==> config.mk <==
export PLATFORM = sky130hd
export DESIGN_NAME = shake_output_buffer
export DESIGN_NICKNAME = d
export VERILOG_FILES = /design/src/rtl/shake_pkg.sv /design/src/rtl/shake_output_buffer.sv
export SDC_FILE = /design/constraint.sdc
export NUM_CORES = 2
export LEC_CHECK = 0
export BUFFER_PORTS_ARGS = -buffer_cell sky130_fd_sc_hd__buf_2
export CAP_MARGIN = 0
export CORE_AREA = 5 5 549 551
export DETAILED_ROUTE_END_ITERATION = 16
export DIE_AREA = 0 0 554 556
export RECOVER_POWER = 100
export SLEW_MARGIN = 40
export SYNTH_ARGS = -nofsm -noshare
export SYNTH_HDL_FRONTEND = slang
export SYNTH_SLANG_ARGS = --single-unit
==> constraint.sdc <==
create_clock -name clk -period 70.5 [get_ports clk]
set_input_delay 14.1 -clock clk [delete_from_list [all_inputs] [get_ports clk]]
set_output_delay 14.1 -clock clk [all_outputs]
set_load 0.01 [all_outputs]
==> src/rtl/shake_pkg.sv <==
// Shared SHAKE definitions: mode encoding, per-mode rate in 64-bit words, and
// the output-buffer state encoding.
package shake_pkg;

    typedef enum logic {
        SHAKE128 = 1'b0,
        SHAKE256 = 1'b1
    } shake_mode_t;

    localparam int unsigned RATE_WORDS_128 = 21;
    localparam int unsigned RATE_WORDS_256 = 17;
    localparam int unsigned BLK_CNT_W      = 5;

    typedef enum logic [1:0] {
        IDLE       = 2'd0,
        WAIT_BLOCK = 2'd1,
        DRAIN      = 2'd2
    } obuf_state_t;

endpackage

==> src/rtl/shake_output_buffer.sv <==
// Squeeze-side buffer: captures one rate block per controller write and streams
// it out as W-bit words until the requested output length has been delivered.
module shake_output_buffer
    import shake_pkg::*;
#(
    parameter int unsigned W             = 64,
    parameter int unsigned RATE_MAX_BITS = 1344,
    parameter int unsigned LEN_BITS      = 16
) (
    input  logic                     clk,
    input  logic                     rst,
    input  logic                     cfg_load,
    input  logic                     cfg_mode,
    input  logic [LEN_BITS-1:0]      cfg_out_words,
    input  logic [RATE_MAX_BITS-1:0] block_in,
    input  logic                     block_we,
    output logic                     output_buffer_available,
    output logic                     last_output_block,
    output logic [W-1:0]             dout,
    output logic                     dout_valid,
    input  logic                     dout_ready,
    output logic                     dout_last,
    output logic                     overflow_err
);

    obuf_state_t              state_q, state_d;
    logic [LEN_BITS-1:0]      words_rem_q, words_rem_d;
    logic [BLK_CNT_W-1:0]     blk_cnt_q, blk_cnt_d;
    logic [BLK_CNT_W-1:0]     rate_words_q, rate_words_d;
    logic [RATE_MAX_BITS-1:0] shift_q, shift_d;
    logic                     overflow_q, overflow_d;
    logic                     avail_q, avail_d;
    logic                     last_blk_q, last_blk_d;
    logic [W-1:0]             dout_q, dout_d;
    logic                     dout_valid_q, dout_valid_d;
    logic                     dout_last_q, dout_last_d;

    logic [LEN_BITS-1:0]      req_words;
    logic [BLK_CNT_W-1:0]     take;

    // Next-state, counters and shift register; outputs are registered from next state.
    always_comb begin
        state_d      = state_q;
        words_rem_d  = words_rem_q;
        blk_cnt_d    = blk_cnt_q;
        rate_words_d = rate_words_q;
        shift_d      = shift_q;
        overflow_d   = overflow_q;

        req_words = (cfg_out_words == '0) ? LEN_BITS'(1) : cfg_out_words;
        take      = (words_rem_q <= LEN_BITS'(rate_words_q)) ? BLK_CNT_W'(words_rem_q)
                                                               : rate_words_q;

        if (cfg_load) begin
            rate_words_d = (shake_mode_t'(cfg_mode) == SHAKE256) ? BLK_CNT_W'(RATE_WORDS_256)
                                                                 : BLK_CNT_W'(RATE_WORDS_128);
            words_rem_d  = req_words;
            blk_cnt_d    = '0;
            overflow_d   = 1'b0;
            state_d      = WAIT_BLOCK;
        end else begin
            case (state_q)
                IDLE: begin
                    if (block_we) overflow_d = 1'b1;
                end
                WAIT_BLOCK: begin
                    if (block_we) begin
                        shift_d     = block_in;
                        blk_cnt_d   = take;
                        words_rem_d = words_rem_q - LEN_BITS'(take);
                        state_d     = DRAIN;
                    end
                end
                DRAIN: begin
                    if (block_we) overflow_d = 1'b1;
                    if (dout_ready) begin
                        shift_d   = shift_q >> W;
                        blk_cnt_d = blk_cnt_q - BLK_CNT_W'(1);
                        if (blk_cnt_q == BLK_CNT_W'(1)) begin
                            state_d = (words_rem_q != '0) ? WAIT_BLOCK : IDLE;
                        end
                    end
                end
                default: state_d = IDLE;
            endcase
        end

        avail_d      = (state_d == WAIT_BLOCK);
        last_blk_d   = (state_d == WAIT_BLOCK) && (words_rem_d <= LEN_BITS'(rate_words_d));
        dout_valid_d = (state_d == DRAIN);
        dout_d       = (state_d == DRAIN) ? shift_d[W-1:0] : '0;
        dout_last_d  = (state_d == DRAIN) && (blk_cnt_d == BLK_CNT_W'(1)) && (words_rem_d == '0);
    end

    always_ff @(posedge clk or posedge rst) begin
        if (rst) begin
            state_q      <= IDLE;
            words_rem_q  <= '0;
            blk_cnt_q    <= '0;
            rate_words_q <= '0;
            shift_q      <= '0;
            overflow_q   <= 1'b0;
            avail_q      <= 1'b0;
            last_blk_q   <= 1'b0;
            dout_q       <= '0;
            dout_valid_q <= 1'b0;
            dout_last_q  <= 1'b0;
        end else begin
            state_q      <= state_d;
            words_rem_q  <= words_rem_d;
            blk_cnt_q    <= blk_cnt_d;
            rate_words_q <= rate_words_d;
            shift_q      <= shift_d;
            overflow_q   <= overflow_d;
            avail_q      <= avail_d;
            last_blk_q   <= last_blk_d;
            dout_q       <= dout_d;
            dout_valid_q <= dout_valid_d;
            dout_last_q  <= dout_last_d;
        end
    end

    assign output_buffer_available = avail_q;
    assign last_output_block       = last_blk_q;
    assign dout                    = dout_q;
    assign dout_valid              = dout_valid_q;
    assign dout_last               = dout_last_q;
    assign overflow_err            = overflow_q;

endmodule

==> results.md <==
* Most frequent cells in the layout: 1441 x dfrtp_1, 1363 x buf_2, 1302 x nand2_1, 1297 x o21ai_0, 1281 x a22oi_1
* Row count at 200
* Mapped Cells at 6261
* R2R Setup Slk at 47.22 ns
* Worst VDD drop at 0.02358 mV
* Total power at 2.734 mW
* CP Data Required Time at 71.17 ns
* Vias in the first global route at 54.80k
* DP Area at 0.07279 mm²
* GP Congestion at 0.8995
* Most common cell after layout, fill and taps aside: dfrtp_1
* Leak at 34.30 nW
* DR DRC count at 0
* Warning count from the yosys run at 0
* Clock-pin slew of the registers on the worst-case setup and hold paths at 0.06 ns
* Via-to-Cell Ratio at 4.923
* Area grow syn2layout at 27.28%
* Final instance area at 0.07865 mm²
* Maximum clock path buffer count at 4
* Area share of the largest cell type after synthesis at 58.36%
* Kind of critical path: in2reg
* Post-synth ARST share at 100.0%
* Netlist Area Pre-Place at 0.06179 mm²
* Vias at 57.00k
* Unrepaired setup endpoints after global routing: false
* Clk Latency, worst-skew pair at 0.87 ns
* WL met2 at 158500 µm
* Final setup viols at 0
* Die span in x at 554 µm
* First-pass DRT Iterations at 6
* Highest metal used: met5
* Core Footprint at 0.2958 mm²
* Post-detailed-route wirelength per cell at 27.90 µm
* Met3 wire length at 26690 µm
* Slew Limit Fails at 3745
* H-tree depth at 4
* Fin crit share at 50.97%
* Final Net Count at 8770
* Min Tclk post-route at 35.93 ns
* Root Buffer Master: clkbuf_16
* Post-CTS Setup Inserts at 0
* DIE HEIGHT at 556 µm
* Worst path arrival time at 36.61 ns
* Drt first-iter violations at 7094
* Largest net degree at the start of global routing at 219
* Clock sinks at 1441
* Final WL at 323000 µm
* CTS tree: yes
* Ys flop type: dfrtp_1
* Global-route usage over all layers at 19.91%
* CP Capture Type: flip-flop
* Die area at 0.3080 mm²
* Synth cell types at 61
* I/O pins at 1435
* Clk_skew at 0.08618 ns
* DRT met1 WL at 119200 µm
* Min-Delay Path Class: reg2reg
* Starting Density at 20.89%
* Failing checks: max-capacitance violations, max-slew violations
* Hold-fix buffers at CTS at 0
* WHS at 0.4764 ns
* Worst-Margin Slew at 8.199 ns
* Seq/Total Area, Yosys at 58.36%
* Setup TNS at 0 ns
* Initial antenna violation count at 278
* First-pass GRT wire length at 439700 µm
* Mapped Nets at 7649
* Pwr dens at 34.77 mW/mm²
* Hpwl dp at 244600 µm
* Cell taking the most area after synthesis: dfrtp_1
* Syn_area_per_cell at 9.869 µm²
* Max-cap violation count at 55
* Placed insts at 11.14k
* Max Fclk at 27.83 MHz
* Number of gates resized after cts at 0
* CP startpoint kind: input port
* Status: finished, violations left
* Critical path fanouts, max at 179
* Port bufs at 1434
* Antenna viol nets, final at 0
* Fin cells at 11.58k
* Overflow after GRT at 0
* Synth area leaders: dfrtp_1 58%, a22oi_1 16%, o21ai_0 11%, nand2_1 7.9%, clkbuf_1 3.5%
* Final Hold Fails at 0
* Seq cells post-synth at 1441
* Cts bufs inserted at 175
* Count of flip-flops with a built-in enable after synthesis at 0
* Max transition margin at -446.6%
* Share of cells above drive strength 1 at 22.65%
==> per-layer routing <==
layer	vias up	global-route usage (%)
li1	25100	-
met1	28240	23.27
met2	2722	33.83
met3	770	5.433
met4	166	9.408
met5	-	0
==> kinds of logic (layout without fill, tap and decap cells) <==
family	after synthesis	in the layout	share of synthesized area, %
adders and majority gates	22	22	0.4576
AOI/OAI and AO/OA	2701	2701	27.70
buffers and inverters	623	1885	3.815
and+or+nand+nor	1458	1458	9.430
muxes	5	5	0.08303
DFF	1441	1441	58.36
other	0	115	0
xor gates and xnor gates	11	11	0.1559
==> worst max-delay path, stage by stage <==
cell and delay, ns:
clkbuf_1 0.24, and2_0 1.92, clkbuf_1 5.77, clkbuf_1 1.62
clkbuf_1 4.41, clkbuf_1 2.90, clkbuf_1 4.19, a22oi_1 0.54
o21ai_0 0.46
==> synthesized netlist by cell type, types with 4 or more instances <==
cell type	count
a21oi_1	14
xor2_1	6
nand4_1	4
nor2_1	22
or4_1	5
nor4_1	10
nor2b_1	4
clkbuf_2	4
mux2i_1	4
buf_1	12
xnor2_1	5
a22o_1	65
a211oi_1	5
inv_1	26
and2_1	68
a22oi_1	1281
o211ai_1	5
nand2_1	1305
buf_2	5
a31oi_1	4
ha_1	21
clkbuf_1	574
dfrtp_1	1441
or3_1	5
nand3_1	6
o21ai_0	1297
nor3_1	8
==> layout make-up <==
class / count / area, µm²
Fill cell: 31960 / 217100
Sequential cell: 1441 / 36060
Multi-Input combinational cell: 4197 / 23390
Timing Repair Buffer: 1540 / 7875
Clock buffer: 246 / 5040
Tap cell: 3939 / 4928
Clock inverter: 72 / 959.7
Antenna cell: 115 / 287.8
Inverter: 27 / 102.6
==> per-stage QoR <==
step | setup slack [ns] | util [%]
after detailed placement | 51.17 | 24.61
after global routing | 32.84 | 26.55
after global placement | 50.88 | 24.51
after CTS | 52.10 | 26.64
after floorplan | 15.76 | -
final | 34.57 | 26.59
==> registers in the layout (all words and copies together), names as in the netlist, 2 cells and up <==
register	count
state_q	2
blk_cnt_q	5
rate_words_q	5
shift_q	1344
dout	64
words_rem_q	16
==> power by group <==
part | total (mW) | switching, mW | internal [mW]
Combinational | 0.538 | 0.360 | 0.178
Sequential | 1.24 | 0.195 | 1.05
Clock | 0.954 | 0.392 | 0.561
Total | 2.73 | 0.947 | 1.79
==> worst paths after layout <==
kind,from,to,depth (start not counted)
worst max-delay path,block_we,shift_q[174],9
worst min-delay path,shift_q[74],shift_q[74],2
worst max register to register,state_q[1],shift_q[174],10
worst min register to register,shift_q[74],shift_q[74],2
max in group asynchronous,rst,shift_q[374],8
min in group asynchronous,rst,shift_q[868],2
No activity file was read; power rests on OpenSTA's default activity.
